===== src/rtl/uart_tx_fifo.sv =====
// Buffered 8N1 UART transmitter: a small byte FIFO feeding a baud-timed
// shift FSM. The serial line is always driven from a flop.
module uart_tx_fifo #(
  parameter int CLKS_PER_BIT = 417,
  parameter int FIFO_DEPTH   = 4,
  parameter int STOP_BITS    = 1
) (
  input  logic                          clk,
  input  logic                          rst,
  input  logic                          wr_valid,
  input  logic [7:0]                    wr_data,
  output logic                          wr_ready,
  output logic                          busy,
  output logic [$clog2(FIFO_DEPTH):0]   fifo_count,
  output logic                          uart_txd
);
  localparam int AW = $clog2(FIFO_DEPTH);
  localparam int CW = (CLKS_PER_BIT > 2) ? $clog2(CLKS_PER_BIT) : 1;

  typedef enum logic [1:0] {IDLE, START, DATA, STOP} state_t;

  state_t        state_q, state_d;
  logic [CW-1:0] cnt_q, cnt_d;
  logic [2:0]    bit_q, bit_d;
  logic [7:0]    shift_q, shift_d;
  logic          txd_q, txd_d;
  logic [7:0]    mem_q [FIFO_DEPTH];
  logic [AW-1:0] wptr_q, rptr_q;
  logic [AW:0]   count_q, count_d;
  logic          full, empty, push, pop, bit_end, stop_end;

  assign full     = (count_q == (AW+1)'(FIFO_DEPTH));
  assign empty    = (count_q == '0);
  assign push     = wr_valid && !full;
  assign bit_end  = (cnt_q == CW'(CLKS_PER_BIT - 1));
  assign stop_end = bit_end && (bit_q == 3'(STOP_BITS - 1));
  // A frame can start from IDLE or straight out of the last stop-bit cycle.
  assign pop      = !empty && ((state_q == IDLE) || ((state_q == STOP) && stop_end));

  assign wr_ready   = !full;
  assign busy       = (state_q != IDLE) || !empty;
  assign fifo_count = count_q;
  assign uart_txd   = txd_q;

  // State, timing and FIFO bookkeeping registers
  always_ff @(posedge clk) begin
    if (rst) begin
      state_q <= IDLE;
      cnt_q   <= '0;
      bit_q   <= '0;
      shift_q <= '0;
      txd_q   <= 1'b1;
      wptr_q  <= '0;
      rptr_q  <= '0;
      count_q <= '0;
    end else begin
      state_q <= state_d;
      cnt_q   <= cnt_d;
      bit_q   <= bit_d;
      shift_q <= shift_d;
      txd_q   <= txd_d;
      count_q <= count_d;
      if (push) wptr_q <= wptr_q + AW'(1);
      if (pop)  rptr_q <= rptr_q + AW'(1);
    end
  end

  // FIFO storage; contents past the pointers are don't-care so no reset
  always_ff @(posedge clk) begin
    if (push) mem_q[wptr_q] <= wr_data;
  end

  // Next FSM state
  always_comb begin
    state_d = state_q;
    unique case (state_q)
      IDLE:    if (!empty) state_d = START;
      START:   if (bit_end) state_d = DATA;
      DATA:    if (bit_end && (bit_q == 3'd7)) state_d = STOP;
      STOP:    if (stop_end) state_d = empty ? IDLE : START;
      default: state_d = IDLE;
    endcase
  end

  // Datapath next values: baud counter, bit index, shifter, line level
  always_comb begin
    cnt_d   = bit_end ? '0 : cnt_q + CW'(1);
    bit_d   = bit_q;
    shift_d = shift_q;
    txd_d   = txd_q;
    count_d = count_q;
    unique case ({push, pop})
      2'b10:   count_d = count_q + (AW+1)'(1);
      2'b01:   count_d = count_q - (AW+1)'(1);
      default: count_d = count_q;
    endcase
    unique case (state_q)
      IDLE: begin
        cnt_d = '0;
        bit_d = '0;
        txd_d = 1'b1;
        if (pop) begin
          shift_d = mem_q[rptr_q];
          txd_d   = 1'b0;
        end
      end
      START: begin
        if (bit_end) begin
          txd_d = shift_q[0];
          bit_d = '0;
        end
      end
      DATA: begin
        if (bit_end) begin
          if (bit_q == 3'd7) begin
            txd_d = 1'b1;
            bit_d = '0;
          end else begin
            shift_d = shift_q >> 1;
            txd_d   = shift_q[1];
            bit_d   = bit_q + 3'd1;
          end
        end
      end
      STOP: begin
        // bit_q counts stop bits here
        if (stop_end) begin
          bit_d = '0;
          if (pop) begin
            shift_d = mem_q[rptr_q];
            txd_d   = 1'b0;
          end else begin
            txd_d = 1'b1;
          end
        end else if (bit_end) begin
          bit_d = bit_q + 3'd1;
        end
      end
      default: ;
    endcase
  end
endmodule

===== config.mk =====
export PLATFORM = sky130hd
export DESIGN_NAME = uart_tx_fifo
export DESIGN_NICKNAME = d
export VERILOG_FILES = /design/src/rtl/uart_tx_fifo.sv
export SDC_FILE = /design/constraint.sdc
export NUM_CORES = 1
export LEC_CHECK = 0
export ABC_AREA = 0
export CAP_MARGIN = 20
export CORE_MARGIN = 5
export CORE_UTILIZATION = 55
export CTS_CLUSTER_DIAMETER = 50
export CTS_CLUSTER_SIZE = 28
export DETAILED_ROUTE_END_ITERATION = 6
export GPL_TIMING_DRIVEN = 0
export PLACE_DENSITY = 0.78
export RECOVER_POWER = 100
export SETUP_SLACK_MARGIN = 0.3
export SYNTH_ARGS = -nofsm -noshare
export SYNTH_HDL_FRONTEND = slang
export SYNTH_SLANG_ARGS = --single-unit

===== constraint.sdc =====
create_clock -name clk -period 3.3 [get_ports clk]
set_input_delay 0.66 -clock clk [delete_from_list [all_inputs] [get_ports clk]]
set_output_delay 0.66 -clock clk [all_outputs]
set_load 0.05 [all_outputs]

### Yosys cells after proc, flatten, opt, wreduce, memory -nomap -nowiden

Memory sizes are Yosys's and may differ from the RTL's. A register that Yosys moved wholly into a read port is not among the register bits.
Cells that the tools add are included.

* add/sub/neg operators: 6
* equal/unequal tests: 15
* multiplexer cells: 28
* reduce and logical (&&, ||, !) cells: 20

Operator list (count)
* $mux W8: 4
* $pmux W8 S3: 1
* $mux W3: 5
* $mux W2: 6
* $ne A2 B2 Y1 const B: 6
* $pmux W3 S4: 1
* $add A9 B1 Y9 const B: 1
* $eq A9 B9 Y1 const B: 1
* $mux W1: 8
* $pmux W2 S4: 1
* $reduce_and A4 Y1: 2
* $add A3 B1 Y3 const B: 2
* $eq A2 B2 Y1 const B: 3
* $eq A3 B3 Y1 const B: 2
* $logic_not A3 Y1: 2
* $pmux W3 S2: 1
* $reduce_and A3 Y1: 2
* $logic_and A1 B1 Y1: 5
* $add A2 B1 Y2 const B: 2
* $eq A2 B1 Y1 const B: 2
* $pmux W1 S4: 1
* $reduce_bool A2 Y1: 2
* $ne A3 B3 Y1 const B: 1
* $reduce_bool A3 Y1: 1
* other kinds (5): 7

* flip-flop bits (word level): 30
* memory bits (writable): 32
* output and inout port bits: 6
* logic and storage cells: 78
* memories: 1

Memory list
* mem_q: words 4, width 8, read ports 1, clocked after Yosys merged registers in 1, wr ports 1, line 27 `logic [7:0] mem_q [FIFO_DEPTH];`

### Logic depth before layout (Yosys ltp)

Gate-level depths: netlist of the first run.

* depth in word-level cells: 8
* gate-level depth with buffers: 11
* depth with buffers taken out: 11

### Least setup slack after synthesis of the first run

Ideal clock, no wire load.

* kind: reg-to-reg
* from: register count_q[1] (netlist: fifo_count[1])
* to: register count_q[2] (netlist: fifo_count[2])
* setup time: 0.070 ns
* arrival time: 2.688 ns
* required time: 3.230 ns
* path slack: 0.542 ns
* cell stages (with the launch flop): 10
* buffers on the path: 0
* path through: dfxtp_1 nor2_1 nand2_1 and2_1 inv_1 ha_1 fa_1 xnor2_1 or3_1 a21oi_1

* longest elaborated chain between the ends: 5

RTL lines
* start: declaration: line 29 `logic [AW:0] count_q, count_d;`
* start signal: assignment: line 62 `count_q <= count_d;`
* $eq A3 B3 Y1 (*): line 32 `assign full = (count_q == (AW+1)'(FIFO_DEPTH));`
* $logic_not A1 Y1 (*)
* net wr_ready: line 12 `output logic wr_ready,`
* $logic_and A1 B1 Y1 (*): line 34 `assign push = wr_valid && !full;`
* $eq A2 B1 Y1 / $eq A2 B2 Y1 (equally long branches): line 92 `unique case ({push, pop})`
* $pmux W3 S2 / $reduce_bool A2 Y1 (equally long branches)

Mark *: on every way through the listed nets, which the timed path passes. The rest lies on a longest branch.
A chain may end at the register's enable or synchronous reset.

### Worst setup path after layout of the first run

* from: register state_q[0]
* to: output busy

* longest elaborated chain between the ends: 2

RTL lines
* start: declaration: line 22 `state_t state_q, state_d;`
* start signal: assignment: line 57 `state_q <= state_d;`
* $reduce_bool A2 Y1: line 41 `assign busy = (state_q != IDLE) || !empty;`
* $logic_or A1 B1 Y1: line 41
* end: declaration: line 13 `output logic busy,`

Every way passes these cells.

==> results.txt, run 1 <==
----------------------------------------------------
[Run]
  Total of max-cap violations ... 0

[CTS]
  Post-cts repair resize count ... 0
  Clock slew at reported path FFs ... about 0.08 ns
  Max clock buf depth ... 2
  Clock Root Buffer ... sky130_fd_sc_hd__clkbuf_8
  Total CTS buffers ... 9
  TritonCTS sink count ... 64
  CTS H-tree lvls ... 3
  Clock network latency to the later pin of the worst-skew pair ... between 0.3 and 0.4 ns
  Total of hold buffers inserted after clock tree synthesis ... 0
  # Post-CTS Setup Buffers ... 0
  Clock tree from TritonCTS ... done

[STA]
  Number of pins with negative max-slew slack in the final report ... 0
  Crit share post-route ... 0.842
  Min cycle time layout ... ~2.8 ns
  Final clock skew ... approximately 0.0063 ns
  Worst slew pin tran ... 0.539 ns
  Max-slew headroom ... 0.640
  Setup tns final ... 0 ns
  Final setup violation count ... 0
  Final hold violations ... 0
  Maximum operating frequency ... ~0.36 GHz
  RSZ-0062 raised after global routing ... false

[Die]
  Boundary Pins ... 17
  Number of placement rows ... 26
  Die outline height ... 82.4 um
  Full die area ... slightly below 7000 um2
  Core Area ... slightly above 5000 um2
  DIE WIDTH ... 82.4 um
  Starting density of the core ... 0.565

[Route]
  Routed wirelength normalized by instance count ... between 10 and 15 um
  Remaining number of nets flagged by the antenna check after routing ... 0
  Detailed-route wire length ... 4590 um
  Drt first pass iters ... 4
  Count of vias placed by the detailed router ... approximately 1.8k
  Iter 0 DRT Violations ... just under 90
  Average vias per placed instance ... between 5 and 6
  Remaining routing DRC violations ... 0

[Cells and area]
  Fraction of final layout cells sized beyond drive strength 1 ... 0.111
  Most frequent cells in the layout ... sky130_fd_sc_hd__nand2_1 (44), sky130_fd_sc_hd__dfxtp_1 (32), sky130_fd_sc_hd__edfxtp_1 (32), sky130_fd_sc_hd__nor2_1 (21)
  Most common library cell in the layout ignoring fill and taps ... sky130_fd_sc_hd__nand2_1
  Sequential cell area in the final layout ... 1600 um2
  Area grow syn2layout ... 15.9%
  Core utilization of the finished layout ... 0.654
  Filler-free cell count of the finished design ... 349
  Filler cells ... 397
  Number of nets in the final layout ... ~300
  Area of combinational cells with multiple inputs ... 1180 um2
  Antenna diode instance count ... 0

[Place]
  HPWL after detailed placement ... about 3300 um
  Placer's final routability congestion estimate ... between 0.7 and 0.8
  Input/output buffers ... 16
  Number of cells in the design after placement ... ~330

[Global routing]
  Global-route wire length before repair ... roughly 8000 um
  Via count of the first global-routing pass ... ~1.8k
  Antenna violations before repair ... 0
  Pin count of the biggest net entering global routing ... 14
  Remaining Overflow, GRT ... 0
  Overall fraction of global-route tracks in use ... 0.157

[Synthesis]
  Distinct cell type count after synthesis ... between 40 and 50
  Share of Yosys cell area claimed by the top area cell type ... 0.333
  Syn Std Cell Area ... between 2000 and 3000 um2
  Warning count from the yosys run ... 0
  Post-Syn Area per Cell ... around 12 um2
  Post-synth ARST share ... 0
  Synthesized instance count ... ~250
  Library cell with the largest summed area after synthesis ... sky130_fd_sc_hd__edfxtp_1
  Flops & latches, synth ... 64
  Fraction of the yosys area taken by sequential cells ... 0.555
  Most used flip-flop cell after synthesis ... sky130_fd_sc_hd__edfxtp_1
  Area contributors post-synth ... sky130_fd_sc_hd__edfxtp_1 (33%), sky130_fd_sc_hd__dfxtp_1 (22%), sky130_fd_sc_hd__ha_1 (6.9%)
  Synthesized net count ... around 280
  Post-synth EDFFs ... 32

[Power]
  Internal power of the cells ... ~1.8 mW
  Sw Share ... 0.343
  Power per cell area ... about 820 nW/um2
  Logic gate share of total power ... 0.341
  Proportion of power drawn by flip-flops and latches ... 0.386
  Reported leakage power ... 1.30 nW
  Peak ir drop on the vdd network ... roughly 0.00066 V
  Switch Pwr ... around 0.94 mW
  Portion of total power attributed to the clock network ... 0.273

[Worst setup path]
  Data required time of the critical path ... about 2.6 ns
  Endpoint class of the critical path ... output port
  Crit Path Category ... reg2out
  Data arrival time of the critical path ... ~2.1 ns
  Sort of element at the start of the critical path ... flop
  Worst Path Max Fanout ... 5

[Status]
  Result of the run ... finished, final reports clean

[Hold path]
  Worst hold-check path type ... reg2reg

----------------------------------------------------
-- state kept, by name, summed over array words and instances, names as in the netlist, named ones only --
signal,count
mem_q,32
cnt_q,9
shift_q,8
bit_q,3
fifo_count,3
rptr_q,2
state_q,2
wptr_q,2
uart_txd,1
-- synthesized netlist by cell type, types with 2 or more instances --
cell type,n
sky130_fd_sc_hd__and3_1,6
sky130_fd_sc_hd__o211ai_1,3
sky130_fd_sc_hd__nor2_1,21
sky130_fd_sc_hd__mux4_2,8
sky130_fd_sc_hd__nand3_1,6
sky130_fd_sc_hd__o21ai_0,5
sky130_fd_sc_hd__nand2_1,43
sky130_fd_sc_hd__ha_1,16
sky130_fd_sc_hd__xor2_1,7
sky130_fd_sc_hd__xnor2_1,5
sky130_fd_sc_hd__clkbuf_1,5
sky130_fd_sc_hd__dfxtp_1,32
sky130_fd_sc_hd__or3_1,2
sky130_fd_sc_hd__a21oi_1,9
sky130_fd_sc_hd__inv_1,14
sky130_fd_sc_hd__edfxtp_1,32
sky130_fd_sc_hd__mux2i_1,9
-- power groups by stage --
stage	clock [mW]	sequential, mW	combinational, mW
detailed placement	0	1.08	0.985
finish	0.749	1.06	0.937
CTS	0.763	1.06	0.989
global route	0.807	1.08	1.04
floorplan	0	1.11	0.727
global placement	0	1.07	0.971
-- through the flow --
stage               worst slack [ns]  hold WS (ns)  instance area (um2)  power, mW
floorplan                      0.542         0.437                 2880       1.83
global placement               0.606         0.446                 3130       2.04
detailed placement             0.581         0.460                 3130       2.06
CTS                            0.583         0.472                 3360       2.81
global route                   0.427         0.505                 3340       2.93
finish                         0.520         0.467                 3340       2.74
-- layer usage --
layer,wire length [um],track usage,up-vias
met5,0,0,-
met4,60,0.0748,0
met3,233,0.0445,6
met2,2200,0.257,28
met1,2100,0.191,821
li1,-,-,916
-- final timing paths --
path                           startpoint  slack, ns  cells after the start                    endpoint
setup / recovery  state_q[0]$_SDFFE_PP0P_       0.52                      4                        busy
hold / removal    shift_q[0]$_SDFFE_PP0P_       0.47                      2     shift_q[0]$_SDFFE_PP0P_
setup reg to reg      cnt_q[0]$_SDFF_PP0_       0.63                     11  fifo_count[2]$_SDFFE_PP0P_
hold reg to reg   shift_q[0]$_SDFFE_PP0P_       0.47                      2     shift_q[0]$_SDFFE_PP0P_
-- worst max-delay path, stage by stage, from the launching register on --
cell and delay, ns:
sky130_fd_sc_hd__dfxtp_1 0.40, sky130_fd_sc_hd__inv_1 0.12, sky130_fd_sc_hd__ha_1 0.25, sky130_fd_sc_hd__nand3b_1 0.13
sky130_fd_sc_hd__dlygate4sd3_1 0.88
-- area by class of cell --
class | count | share of cell area
flip-flops and latches | 64 | 0.479
multi-input cells | 161 | 0.354
repair buffers | 16 | 0.0479
clock buffers | 9 | 0.0371
clock inverters | 7 | 0.0307
well taps | 70 | 0.0262
inverters | 15 | 0.0168
plain buffers | 7 | 0.00824
-- logic make-up after synthesis --
kind of cell / count (synthesis) / share of synthesized area
AND/OR/NAND/NOR: 91 / 0.151
flip-flops: 64 / 0.555
AO/OA/AOI/OAI: 24 / 0.0551
buffers and inverters: 22 / 0.0317
multiplexers: 17 / 0.0937
adder cells (fa/ha/maj): 17 / 0.0764
XOR/XNOR: 12 / 0.0364
No activity file was read; power rests on OpenSTA's default activity.
==> run 2, diff against run 1 <==
==> constraint.sdc (replaced) <==
create_clock -name clk -period 2.9 [get_ports clk]
set_input_delay 0.58 -clock clk [delete_from_list [all_inputs] [get_ports clk]]
set_output_delay 0.58 -clock clk [all_outputs]
set_load 0.05 [all_outputs]
==> run 2 against run 1 <==
  * Register-to-register slack lost 0.30 ns
  * Combinational power grew 15%
  * Final cell count grew 0.29%
  * Critical path type is now reg2reg
  * Largest power group unchanged
  * Highest routed layer unchanged
==> results.txt, run 2 (synthesis gave the netlist of run 1 again) <==
----------------------------------------------------
[STA]
  Crit share post-route ... 0.887
  Max-slew headroom ... 0.625
  Final hold violations ... 0
  Worst slew pin tran ... 0.562 ns
  RSZ-0062 raised after global routing ... false
  Post-route worst setup slack ... 0.329 ns
  Hold slack final ... between 0.4 and 0.5 ns
  Setup tns final ... 0 ns
  Final clock skew ... 0.00577 ns
  Final setup violation count ... 0
  Number of pins with negative max-slew slack in the final report ... 0
  Min cycle time layout ... approximately 2.6 ns
  Maximum operating frequency ... ~0.39 GHz

[Power]
  Peak ir drop on the vdd network ... approximately 0.00057 V
  Reported leakage power ... about 1.3 nW
  Proportion of power drawn by flip-flops and latches ... 0.389
  Portion of total power attributed to the clock network ... 0.266
  Switch Pwr ... roughly 1.1 mW
  Power per cell area ... slightly above 900 nW/um2
  Logic gate share of total power ... 0.345
  Sw Share ... 0.343
  Final total power ... 3.12 mW
  Internal power of the cells ... 2.05 mW

[Worst setup path]
  Crit Path Category ... reg2reg
  Endpoint class of the critical path ... flop
  Data arrival time of the critical path ... 2.84 ns
  Worst Path Max Fanout ... 5
  Sort of element at the start of the critical path ... flop
  Worst path top cell family by delay ... adder cells
  Launch point of the critical path ... cnt_q[0]$_SDFF_PP0_
  R2R Path Start ... cnt_q[0]$_SDFF_PP0_
  Largest stage delay on the critical path ... roughly 0.35 ns
  Cells traversed along the worst timing path ... inv_1 -> ha_1 -> and4b_1 -> a41o_2 -> nand2_1 -> inv_1 -> ha_1 -> fa_2 -> xnor2_1 -> or3_1 -> a21oi_1
  Critical path buffers and inverters ... 2
  Highest-delay cell along the critical path ... sky130_fd_sc_hd__dfxtp_2
  Data required time of the critical path ... between 3 and 4 ns

[Cells and area]
  Most frequent cells in the layout ... sky130_fd_sc_hd__nand2_1 (43), sky130_fd_sc_hd__edfxtp_1 (32), sky130_fd_sc_hd__dfxtp_1 (28), sky130_fd_sc_hd__nor2_1 (21), sky130_fd_sc_hd__ha_1 (16)
  Most common library cell in the layout ignoring fill and taps ... sky130_fd_sc_hd__nand2_1
  Filler-free cell count of the finished design ... 350
  Fraction of final layout cells sized beyond drive strength 1 ... 0.132
  Antenna diode instance count ... 0
  Largest register FFs ... 32
  Post-route standard cell area excluding fillers ... around 3400 um2
  Core utilization of the finished layout ... 0.656
  Top register by number of flip-flops ... mem_q
  Registers with the most flip-flops ... mem_q (32), cnt_q (9), shift_q (8)
  Number of nets in the final layout ... 303
  Area grow syn2layout ... 16.2%

[Hold path]
  HP Start ... cnt_q[0]$_SDFF_PP0_
  Worst hold-check path type ... reg2reg

[Place]
  Placed Area ... approximately 3100 um2
  Number of cells in the design after placement ... ~330
  Pre-CTS setup slack ... about 0.26 ns
  HPWL after detailed placement ... 3440 um
  Input/output buffers ... 16
  Placer's final routability congestion estimate ... between 0.7 and 0.8

[Die]
  Boundary Pins ... 17
  Full die area ... 6790 um2
  Starting density of the core ... 0.565
  Core Area ... roughly 5100 um2
  Die outline height ... approximately 80 um
  Number of placement rows ... 26
  DIE WIDTH ... 82.4 um

[CTS]
  Clock tree from TritonCTS ... done
  Total CTS buffers ... 9
  Clock slew at reported path FFs ... approximately 0.070 ns
  Clock network latency to the later pin of the worst-skew pair ... roughly 0.33 ns
  Clock Root Buffer ... sky130_fd_sc_hd__clkbuf_8
  Max clock buf depth ... 2
  Total of hold buffers inserted after clock tree synthesis ... 0
  CTS H-tree lvls ... 3
  TritonCTS sink count ... 64

[Route]
  Detailed-route wire length ... slightly below 5000 um
  Average vias per placed instance ... between 5 and 6
  Remaining number of nets flagged by the antenna check after routing ... 0
  Count of vias placed by the detailed router ... approximately 1.8k
  Routed wirelength normalized by instance count ... 13.9 um
  Drt first pass iters ... 4
  Iter 0 DRT Violations ... 86
  Remaining routing DRC violations ... 0

[Status]
  Result of the run ... finished, final reports clean

[Global routing]
  Overall fraction of global-route tracks in use ... 0.170
  Global-route wire length before repair ... 8510 um
  Remaining Overflow, GRT ... 0
  Pin count of the biggest net entering global routing ... 13
  Via count of the first global-routing pass ... around 1.8k
  Antenna violations before repair ... 0

[Run]
  Total of max-cap violations ... 0

----------------------------------------------------
-- run 2: area by class of cell --
cell class	count	area (um2)
plain buffers	7	27.5
clock inverters	7	95.1
repair buffers	17	166
flip-flops and latches	64	1610
multi-input cells	161	1190
fillers	388	1760
inverters	15	56.3
clock buffers	9	124
well taps	70	87.6
-- run 2: power groups by stage --
| stage | registers (mW) | clock network [mW] | logic, mW |
|---|---|---|---|
| floorplan | 1.26 | 0 | 0.829 |
| global placement | 1.22 | 0 | 1.11 |
| detailed placement | 1.23 | 0 | 1.12 |
| CTS | 1.22 | 0.849 | 1.12 |
| global route | 1.24 | 0.893 | 1.20 |
| finish | 1.21 | 0.829 | 1.08 |
-- run 2: path summary, 6_finish.rpt --
kind	slack (ns)	endpoint	cells past startpoint
worst min register to register	0.44	cnt_q[0]$_SDFF_PP0_	1
worst min-delay path	0.44	cnt_q[0]$_SDFF_PP0_	1
worst max register to register	0.33	fifo_count[2]$_SDFFE_PP0P_	11
worst max-delay path	0.33	fifo_count[2]$_SDFFE_PP0P_	11
-- run 2: routing by layer --
metal | vias to the layer above | GRT usage | share of wire
met3 | 8 | 0.0640 | 0.050
met4 | 0 | 0.0598 | 0.013
li1 | 919 | - | -
met5 | - | 0 | 0
met1 | 856 | 0.216 | 0.46
met2 | 30 | 0.266 | 0.47
-- run 2: timing repair --
item | CTS | global route
setup buffers | 0 | 1
setup endpoints to repair | 1 | 1
resized for setup | 1 | 3
pin swaps | 0 | 1
